### src/rtl/sr_ctrl_pkg.sv
// Shared definitions for the SR command generator: FSM state encoding,
// priority encoding and the counter-width helper.
// No ports (package).
package sr_ctrl_pkg;

    typedef enum logic [1:0] {
        IDLE    = 2'd0,
        PULSE_S = 2'd1,
        PULSE_R = 2'd2,
        GAP     = 2'd3
    } sr_state_e;

    // Values accepted by the CLR_PRIORITY parameter.
    localparam int unsigned PRIO_SET = 0;
    localparam int unsigned PRIO_CLR = 1;

    // Bits needed to count 0..n-1, never less than one bit.
    function automatic int unsigned cnt_width(input int unsigned n);
        return (n <= 2) ? 1 : $clog2(n);
    endfunction

endpackage

### src/rtl/sr_cmd_gen_if.sv
// Request/command bundle between the request source and sr_cmd_gen.
// Signals:
//   set_in, clr_in : raw, asynchronous, possibly bouncing requests
//   S, R           : registered set/reset pulses to the flip-flop stage
//   busy           : generator is not idle
//   conflict       : sticky flag, a request was dropped by priority
// Modports: master = request source / pulse consumer, slave = generator.
interface sr_cmd_gen_if;

    logic set_in;
    logic clr_in;
    logic S;
    logic R;
    logic busy;
    logic conflict;

    modport master (
        output set_in,
        output clr_in,
        input  S,
        input  R,
        input  busy,
        input  conflict
    );

    modport slave (
        input  set_in,
        input  clr_in,
        output S,
        output R,
        output busy,
        output conflict
    );

endinterface

### src/rtl/sr_debounce.sv
// One request channel: 2-flop synchronizer, counter debouncer and
// rising-edge detector producing a one-cycle request.
// Ports:
//   clk  : clock, rising edge
//   rst  : synchronous active-high reset
//   din  : raw asynchronous input
//   req  : one-cycle pulse on each debounced rising edge of din
module sr_debounce
    import sr_ctrl_pkg::*;
#(
    parameter int unsigned DEBOUNCE_CYCLES = 4
) (
    input  logic clk,
    input  logic rst,
    input  logic din,
    output logic req
);

    localparam int unsigned CW = cnt_width(DEBOUNCE_CYCLES);
    localparam logic [CW-1:0] CNT_MAX = CW'(DEBOUNCE_CYCLES - 1);

    logic          sync0;
    logic          sync1;
    logic          stable;
    logic          stable_d;
    logic [CW-1:0] cnt;

    // Synchronize, then accept a new level only after it has held for
    // DEBOUNCE_CYCLES consecutive edges.
    always_ff @(posedge clk) begin
        if (rst) begin
            sync0    <= 1'b0;
            sync1    <= 1'b0;
            stable   <= 1'b0;
            stable_d <= 1'b0;
            cnt      <= '0;
        end else begin
            sync0    <= din;
            sync1    <= sync0;
            stable_d <= stable;
            if (sync1 != stable) begin
                if (cnt == CNT_MAX) begin
                    stable <= sync1;
                    cnt    <= '0;
                end else begin
                    cnt <= cnt + CW'(1);
                end
            end else begin
                cnt <= '0;
            end
        end
    end

    // Built from flops only; falling edges produce nothing.
    assign req = stable & ~stable_d;

endmodule

### src/rtl/sr_cmd_gen.sv
// Command generator for the SR flip-flop stage: turns two noisy request
// lines into clean, mutually exclusive S/R pulses with an enforced idle gap.
// Simultaneous requests are resolved by CLR_PRIORITY and flagged.
// Ports:
//   clk  : clock, rising edge
//   rst  : synchronous active-high reset
//   bus  : sr_cmd_gen_if slave (set_in, clr_in in; S, R, busy, conflict out)
module sr_cmd_gen
    import sr_ctrl_pkg::*;
#(
    parameter int unsigned DEBOUNCE_CYCLES = 4,
    parameter int unsigned PULSE_CYCLES    = 1,
    parameter int unsigned GAP_CYCLES      = 1,
    parameter int unsigned CLR_PRIORITY    = 1
) (
    input  logic          clk,
    input  logic          rst,
    sr_cmd_gen_if.slave   bus
);

    localparam int unsigned PW = cnt_width(PULSE_CYCLES);
    localparam int unsigned GW = cnt_width(GAP_CYCLES);
    localparam logic [PW-1:0] PULSE_MAX = PW'(PULSE_CYCLES - 1);
    localparam logic [GW-1:0] GAP_MAX   = GW'(GAP_CYCLES - 1);
    localparam logic          CLR_WINS  = (CLR_PRIORITY == PRIO_CLR);

    sr_state_e     state;
    logic          req_s;
    logic          req_r;
    logic          pend_s;
    logic          pend_r;
    logic [PW-1:0] pcnt;
    logic [GW-1:0] gcnt;
    logic          s_q;
    logic          r_q;
    logic          busy_q;
    logic          conflict_q;

    logic          decide;
    logic          eff_s;
    logic          eff_r;
    logic          both;
    logic          go_s;
    logic          go_r;

    sr_debounce #(.DEBOUNCE_CYCLES(DEBOUNCE_CYCLES)) u_deb_s (
        .clk (clk),
        .rst (rst),
        .din (bus.set_in),
        .req (req_s)
    );

    sr_debounce #(.DEBOUNCE_CYCLES(DEBOUNCE_CYCLES)) u_deb_r (
        .clk (clk),
        .rst (rst),
        .din (bus.clr_in),
        .req (req_r)
    );

    // Arbitration point: IDLE, or the last gap cycle so back-to-back pulses
    // start exactly PULSE_CYCLES+GAP_CYCLES apart.
    always_comb begin
        decide = (state == IDLE) || ((state == GAP) && (gcnt == GAP_MAX));
        eff_s  = req_s | pend_s;
        eff_r  = req_r | pend_r;
        both   = eff_s & eff_r;
        go_s   = eff_s & ~(eff_r & CLR_WINS);
        go_r   = eff_r & ~(eff_s & ~CLR_WINS);
    end

    // FSM, pending bits, pulse/gap counters and sticky conflict flag.
    always_ff @(posedge clk) begin
        if (rst) begin
            state      <= IDLE;
            pend_s     <= 1'b0;
            pend_r     <= 1'b0;
            pcnt       <= '0;
            gcnt       <= '0;
            s_q        <= 1'b0;
            r_q        <= 1'b0;
            busy_q     <= 1'b0;
            conflict_q <= 1'b0;
        end else if (decide) begin
            // Every live request is consumed here: served or dropped.
            pend_s <= 1'b0;
            pend_r <= 1'b0;
            if (both) begin
                conflict_q <= 1'b1;
            end
            if (go_s) begin
                state  <= PULSE_S;
                s_q    <= 1'b1;
                busy_q <= 1'b1;
                pcnt   <= '0;
            end else if (go_r) begin
                state  <= PULSE_R;
                r_q    <= 1'b1;
                busy_q <= 1'b1;
                pcnt   <= '0;
            end else begin
                state  <= IDLE;
                busy_q <= 1'b0;
            end
        end else begin
            // Repeats while busy merge into a single pending request.
            if (req_s) begin
                pend_s <= 1'b1;
            end
            if (req_r) begin
                pend_r <= 1'b1;
            end
            case (state)
                PULSE_S, PULSE_R: begin
                    if (pcnt == PULSE_MAX) begin
                        state <= GAP;
                        s_q   <= 1'b0;
                        r_q   <= 1'b0;
                        gcnt  <= '0;
                    end else begin
                        pcnt <= pcnt + PW'(1);
                    end
                end
                GAP: begin
                    gcnt <= gcnt + GW'(1);
                end
                default: begin
                end
            endcase
        end
    end

    assign bus.S        = s_q;
    assign bus.R        = r_q;
    assign bus.busy     = busy_q;
    assign bus.conflict = conflict_q;

endmodule

### src/flat_wrapper.sv
// flat-port wrapper written by rule: the top's interface ports become plain ports
module sr_cmd_gen_flat import sr_ctrl_pkg::*;
#(
    parameter int unsigned DEBOUNCE_CYCLES = 4,
    parameter int unsigned PULSE_CYCLES    = 1,
    parameter int unsigned GAP_CYCLES      = 1,
    parameter int unsigned CLR_PRIORITY    = 1
)
  (clk, rst, bus_set_in, bus_clr_in, bus_S, bus_R, bus_busy, bus_conflict);
  sr_cmd_gen_if bus_i ();
  input  logic clk;
  input  logic rst;
  input wire logic [$bits(bus_i.set_in)-1:0] bus_set_in;
  input wire logic [$bits(bus_i.clr_in)-1:0] bus_clr_in;
  output wire logic [$bits(bus_i.S)-1:0] bus_S;
  output wire logic [$bits(bus_i.R)-1:0] bus_R;
  output wire logic [$bits(bus_i.busy)-1:0] bus_busy;
  output wire logic [$bits(bus_i.conflict)-1:0] bus_conflict;
  assign bus_i.set_in = bus_set_in;
  assign bus_i.clr_in = bus_clr_in;
  assign bus_S = bus_i.S;
  assign bus_R = bus_i.R;
  assign bus_busy = bus_i.busy;
  assign bus_conflict = bus_i.conflict;
  sr_cmd_gen #(.DEBOUNCE_CYCLES(DEBOUNCE_CYCLES), .PULSE_CYCLES(PULSE_CYCLES), .GAP_CYCLES(GAP_CYCLES), .CLR_PRIORITY(CLR_PRIORITY)) u_core (.clk(clk), .rst(rst), .bus(bus_i));
endmodule
### config.mk
export PLATFORM = sky130hd
export DESIGN_NAME = sr_cmd_gen_flat
export DESIGN_NICKNAME = d
export VERILOG_FILES = /design/src/rtl/sr_ctrl_pkg.sv /design/src/rtl/sr_cmd_gen_if.sv /design/src/rtl/sr_debounce.sv /design/src/rtl/sr_cmd_gen.sv /design/src/flat_wrapper.sv
export SDC_FILE = /design/constraint.sdc
export NUM_CORES = 1
export LEC_CHECK = 0
export ABC_CLOCK_PERIOD_IN_PS = 3800
export CAP_MARGIN = 20
export CORE_UTILIZATION = 56
export DETAILED_ROUTE_END_ITERATION = 12
export PLACE_DENSITY_LB_ADDON = 0.12
export SLEW_MARGIN = 25
export SYNTH_ARGS = -nofsm -noshare
export SYNTH_HDL_FRONTEND = slang
export SYNTH_SLANG_ARGS = --single-unit
### constraint.sdc
create_clock -name clk -period 3.8 [get_ports clk]
set_input_delay 0.76 -clock clk [delete_from_list [all_inputs] [get_ports clk]]
set_output_delay 0.76 -clock clk [all_outputs]
set_load 0.01 [all_outputs]
==> results list <==
- Share of Yosys cell area claimed by the top area cell type: 53.85%
- For this design the top-level I/O count stands at 8.
- For the final database, setup skew stands at 0.008886 ns.
- In this run the critical register-to-register path is captured at u_core.state[0]$_SDFFE_PP0P_.
- Crit path DAT: 2.27 ns
- Level count of the clock H-tree: 1
- Aggregate negative setup slack: 0 ns
- Endpoints failing hold: 0
- Crit. End Element: flop
* Placed wire-length estimate: 755.6 um
- Yosys instantiated no cell more often than sky130_fd_sc_hd__dfxtp_1.
- Fin util: 68.17%
- Number of enable-type register cells in the synthesized netlist: 0
- Hold repair after CTS inserted 0 buffers.
- Total Power Consumption: 0.0003381 W
* Library cell occupying the most area in the post-synthesis netlist: sky130_fd_sc_hd__dfxtp_1
- After detailed routing, the number of vias per cell comes to 5.129.
- In this run the worst path has a maximum fanout of 22.
- The worst setup path is launched from an input port.
- Number of antenna violations at the first check in global routing: 0
* Dominant delay contributor by cell family on the critical path: buffers and inverters
- Compared with the post-synthesis result, the final layout area differs by 13.62%.
* Fraction of layout instances using a drive strength above 1: 8.140%
* Setup repair after global routing missed its margin: no
* Headroom to the max-slew limit: 51.94%
- In this run the deepest clock path goes through 2 buffers.
* Number of cells in the design after placement: 97
- Slack of the worst reg-to-reg path: 2.39 ns
- Summed over all cells, the static leakage comes to 0.3276 nW.
* Worst path buffer plus inverter count: 1
* Sequential cell area fraction in the yosys report: 53.85%
- Global routing used 17.34% of the available tracks across all layers.
- Post-synthesis cell area: 780.7 um2
* Syn Inst Count: 77
- Clock latency on the worst-skew pair, taken at its later pin, is 0.30 ns.
- Number of standard cells in the layout, taps in and fillers out: 101
* Nets@finish: 95
* First-pass iteration count of the detailed router: 4
* Final worst path period share: 53.97%
- Post-CTS setup buffers: 0
* Violation count after the first detailed-routing iteration: 6
* Critical path, cell by cell: clkdlybuf4s50_1 > or4_1 > o41ai_1
- Status: complete, no violations
* Top cell types by occurrence after synthesis: 21 x sky130_fd_sc_hd__dfxtp_1, 10 x sky130_fd_sc_hd__nor2_1, 6 x sky130_fd_sc_hd__nor2b_1
- Among all flip-flop cells after synthesis, the most frequent one is sky130_fd_sc_hd__dfxtp_1.
- Global-route wire length before repair: 1731 um
- Dominant cells by area after synthesis: sky130_fd_sc_hd__dfxtp_1 54%, sky130_fd_sc_hd__ha_1 6.4%, sky130_fd_sc_hd__nor2_1 4.8%, sky130_fd_sc_hd__nor2b_1 4.8%, sky130_fd_sc_hd__mux2i_1 2.6%
- From left edge to right edge, the die measures 39.34 um.
- After layout, the minimum clock period comes to 2.051 ns.
* Final GP Congestion: 0.7268
- Standard-cell rows: 13
- Clock-pin slew was measured on the worst setup and hold paths at 0.12 ns.
- VDD sags by at most 0.0002737 V.
- Overflow after GRT: 0
* Slowest library cell on the worst path: sky130_fd_sc_hd__clkdlybuf4s50_1
- Setup violations remaining at the end of the flow were counted as 0.
- Summed over all layers, the routed wires come to 1122 um.
- For this run, design rule violations remaining after detail routing come to 0.
- Number of clock buffers inserted by TritonCTS: 3
* Net count after synthesis: 85
- Counting distinct cell types in the post-synthesis netlist gives 24.
- Routed Antenna Nets: 0
- Average wire per standard cell: 11.11 um
- CTS saw 21 sinks.
- Biggest cell delay along the critical path: 0.78 ns
- For the worst flop-to-flop path, the logic depth is 4.
* Actual transition at the worst max-transition pin: 0.7186 ns
- Number of storage elements in the synthesis netlist: 21
- The worst hold path belongs to the class flop to flop.
- The worst setup path is of the input port to flop kind.
- CTS tree: done
- The number of pins exceeding their max-slew limit in the final report was 0.
- For this run, the number of Yosys warnings is 0.
- Vias in the first global route: 440
* Hold Crit Start: u_core.u_deb_s.cnt[0]$_SDFF_PP0_
- 0 antenna diodes ended up in the layout.
- The floorplan step defined a die boundary enclosing 1548 um2.
- The tool flagged a number of max-cap violations equal to 0.
- Y dimension of the die: 39.34 um
- Dividing total power by cell area gives a power density of 381.1 nW/um2.
* Initial Utilization: 60.00%
* Worst-case hold slack: 0.4321 ns
* I/O Buffers: 7
- Maximum achievable frequency: 487.6 MHz
- Number of resized instances in the post-cts repair step: 0
* Largest net degree at the start of global routing: 23
- After synthesis, the share of flip-flops with an asynchronous set or reset is 0%.
* Source of the worst register-to-register timing path: u_core.state[0]$_SDFFE_PP0P_
- Hold Path End: u_core.u_deb_s.cnt[0]$_SDFF_PP0_
- CTS placed an instance of sky130_fd_sc_hd__clkbuf_4 at the clock tree root.
- Avg Cell Area, Syn: 10.14 um2
* Vias after detailed routing: 518
- The total area inside the core boundary comes to 1301 um2.
* Worst hold path cell count: 1
- At the worst endpoint, the required time is 4.02 ns.
-- logic make-up after synthesis --
group	after synthesis	share of synthesized area, %
AOI/OAI and AO/OA	10	8.656
xor gates and xnor gates	2	2.244
adders and majority gates	4	6.411
buffers and inverters	7	3.686
DFF	21	53.85
muxes	2	2.564
and+or+nand+nor	31	22.60
-- routing by layer --
metal | routed length [um] | global-route usage, %
met1 | 600 | 20.77
met2 | 452 | 27.08
met3 | 37 | 3.409
met4 | 31 | 12.93
met5 | 0 | 0
-- how the worst max path moves through the flow --
stage	from	to	slack, ns	cells after the start
3_5_place_dp	rst	u_core.state[0]$_SDFFE_PP0P_	1.44	3
4_1_cts	rst	u_core.state[0]$_SDFFE_PP0P_	1.77	3
5_1_grt	rst	u_core.state[0]$_SDFFE_PP0P_	1.65	3
2_1_floorplan	rst	u_core.state[0]$_SDFFE_PP0P_	2.39	2
6_report	rst	u_core.state[0]$_SDFFE_PP0P_	1.75	3
3_3_place_gp	rst	u_core.state[0]$_SDFFE_PP0P_	1.44	3
-- through the flow --
step / setup slack (ns) / instance area, um2
finish: 1.749 / 887.1
global route: 1.645 / 887.1
CTS: 1.768 / 887.1
detailed placement: 1.443 / 859.6
global placement: 1.445 / 859.6
floorplan: 2.394 / 780.7
-- placed cells by master, fill, tap and decap left out, types with 2 or more instances in the layout --
| master | count |
|---|---|
| sky130_fd_sc_hd__o21ai_0 | 2 |
| sky130_fd_sc_hd__a21oi_1 | 2 |
| sky130_fd_sc_hd__inv_1 | 5 |
| sky130_fd_sc_hd__mux2i_1 | 2 |
| sky130_fd_sc_hd__clkbuf_4 | 3 |
| sky130_fd_sc_hd__or3_1 | 2 |
| sky130_fd_sc_hd__nor2_1 | 10 |
| sky130_fd_sc_hd__ha_1 | 4 |
| sky130_fd_sc_hd__nor3_1 | 3 |
| sky130_fd_sc_hd__or2_1 | 2 |
| sky130_fd_sc_hd__nor2b_2 | 2 |
| sky130_fd_sc_hd__nand2b_1 | 2 |
| sky130_fd_sc_hd__clkdlybuf4s50_1 | 7 |
| sky130_fd_sc_hd__dfxtp_1 | 21 |
| sky130_fd_sc_hd__o41ai_1 | 2 |
| sky130_fd_sc_hd__xnor2_1 | 2 |
| sky130_fd_sc_hd__nor2b_1 | 6 |
-- area by class of cell --
cell class | count | area, um2
fillers | 114 | 414.1
well taps | 15 | 18.77
clock inverters | 1 | 5.005
multi-input cells | 49 | 331.6
flip-flops and latches | 21 | 420.4
inverters | 5 | 18.77
clock buffers | 3 | 22.52
repair buffers | 7 | 70.07
-- where the power goes --
group          internal, W  leakage, nW    total, W  switching [W]
sequential        0.000223        0.170    0.000224     0.00000105
combinational   0.00000500        0.140  0.00000950     0.00000450
clock            0.0000393       0.0177    0.000105      0.0000656
total             0.000267        0.328    0.000338      0.0000712
-- flip-flops by register name, indices dropped and copies added (netlist names) --
name,flops
u_core.bus.S,1
u_core.state,2
u_core.u_deb_r.stable,1
u_core.u_deb_r.stable_d,1
u_core.gcnt,1
u_core.u_deb_r.sync1,1
u_core.u_deb_s.sync1,1
u_core.u_deb_s.stable,1
u_core.bus.R,1
u_core.u_deb_r.sync0,1
u_core.u_deb_s.stable_d,1
u_core.u_deb_r.cnt,2
u_core.pend_s,1
u_core.u_deb_s.sync0,1
u_core.pend_r,1
u_core.bus.conflict,1
u_core.bus.busy,1
u_core.u_deb_s.cnt,2
Note: power is estimated with default switching activity, not from simulation.
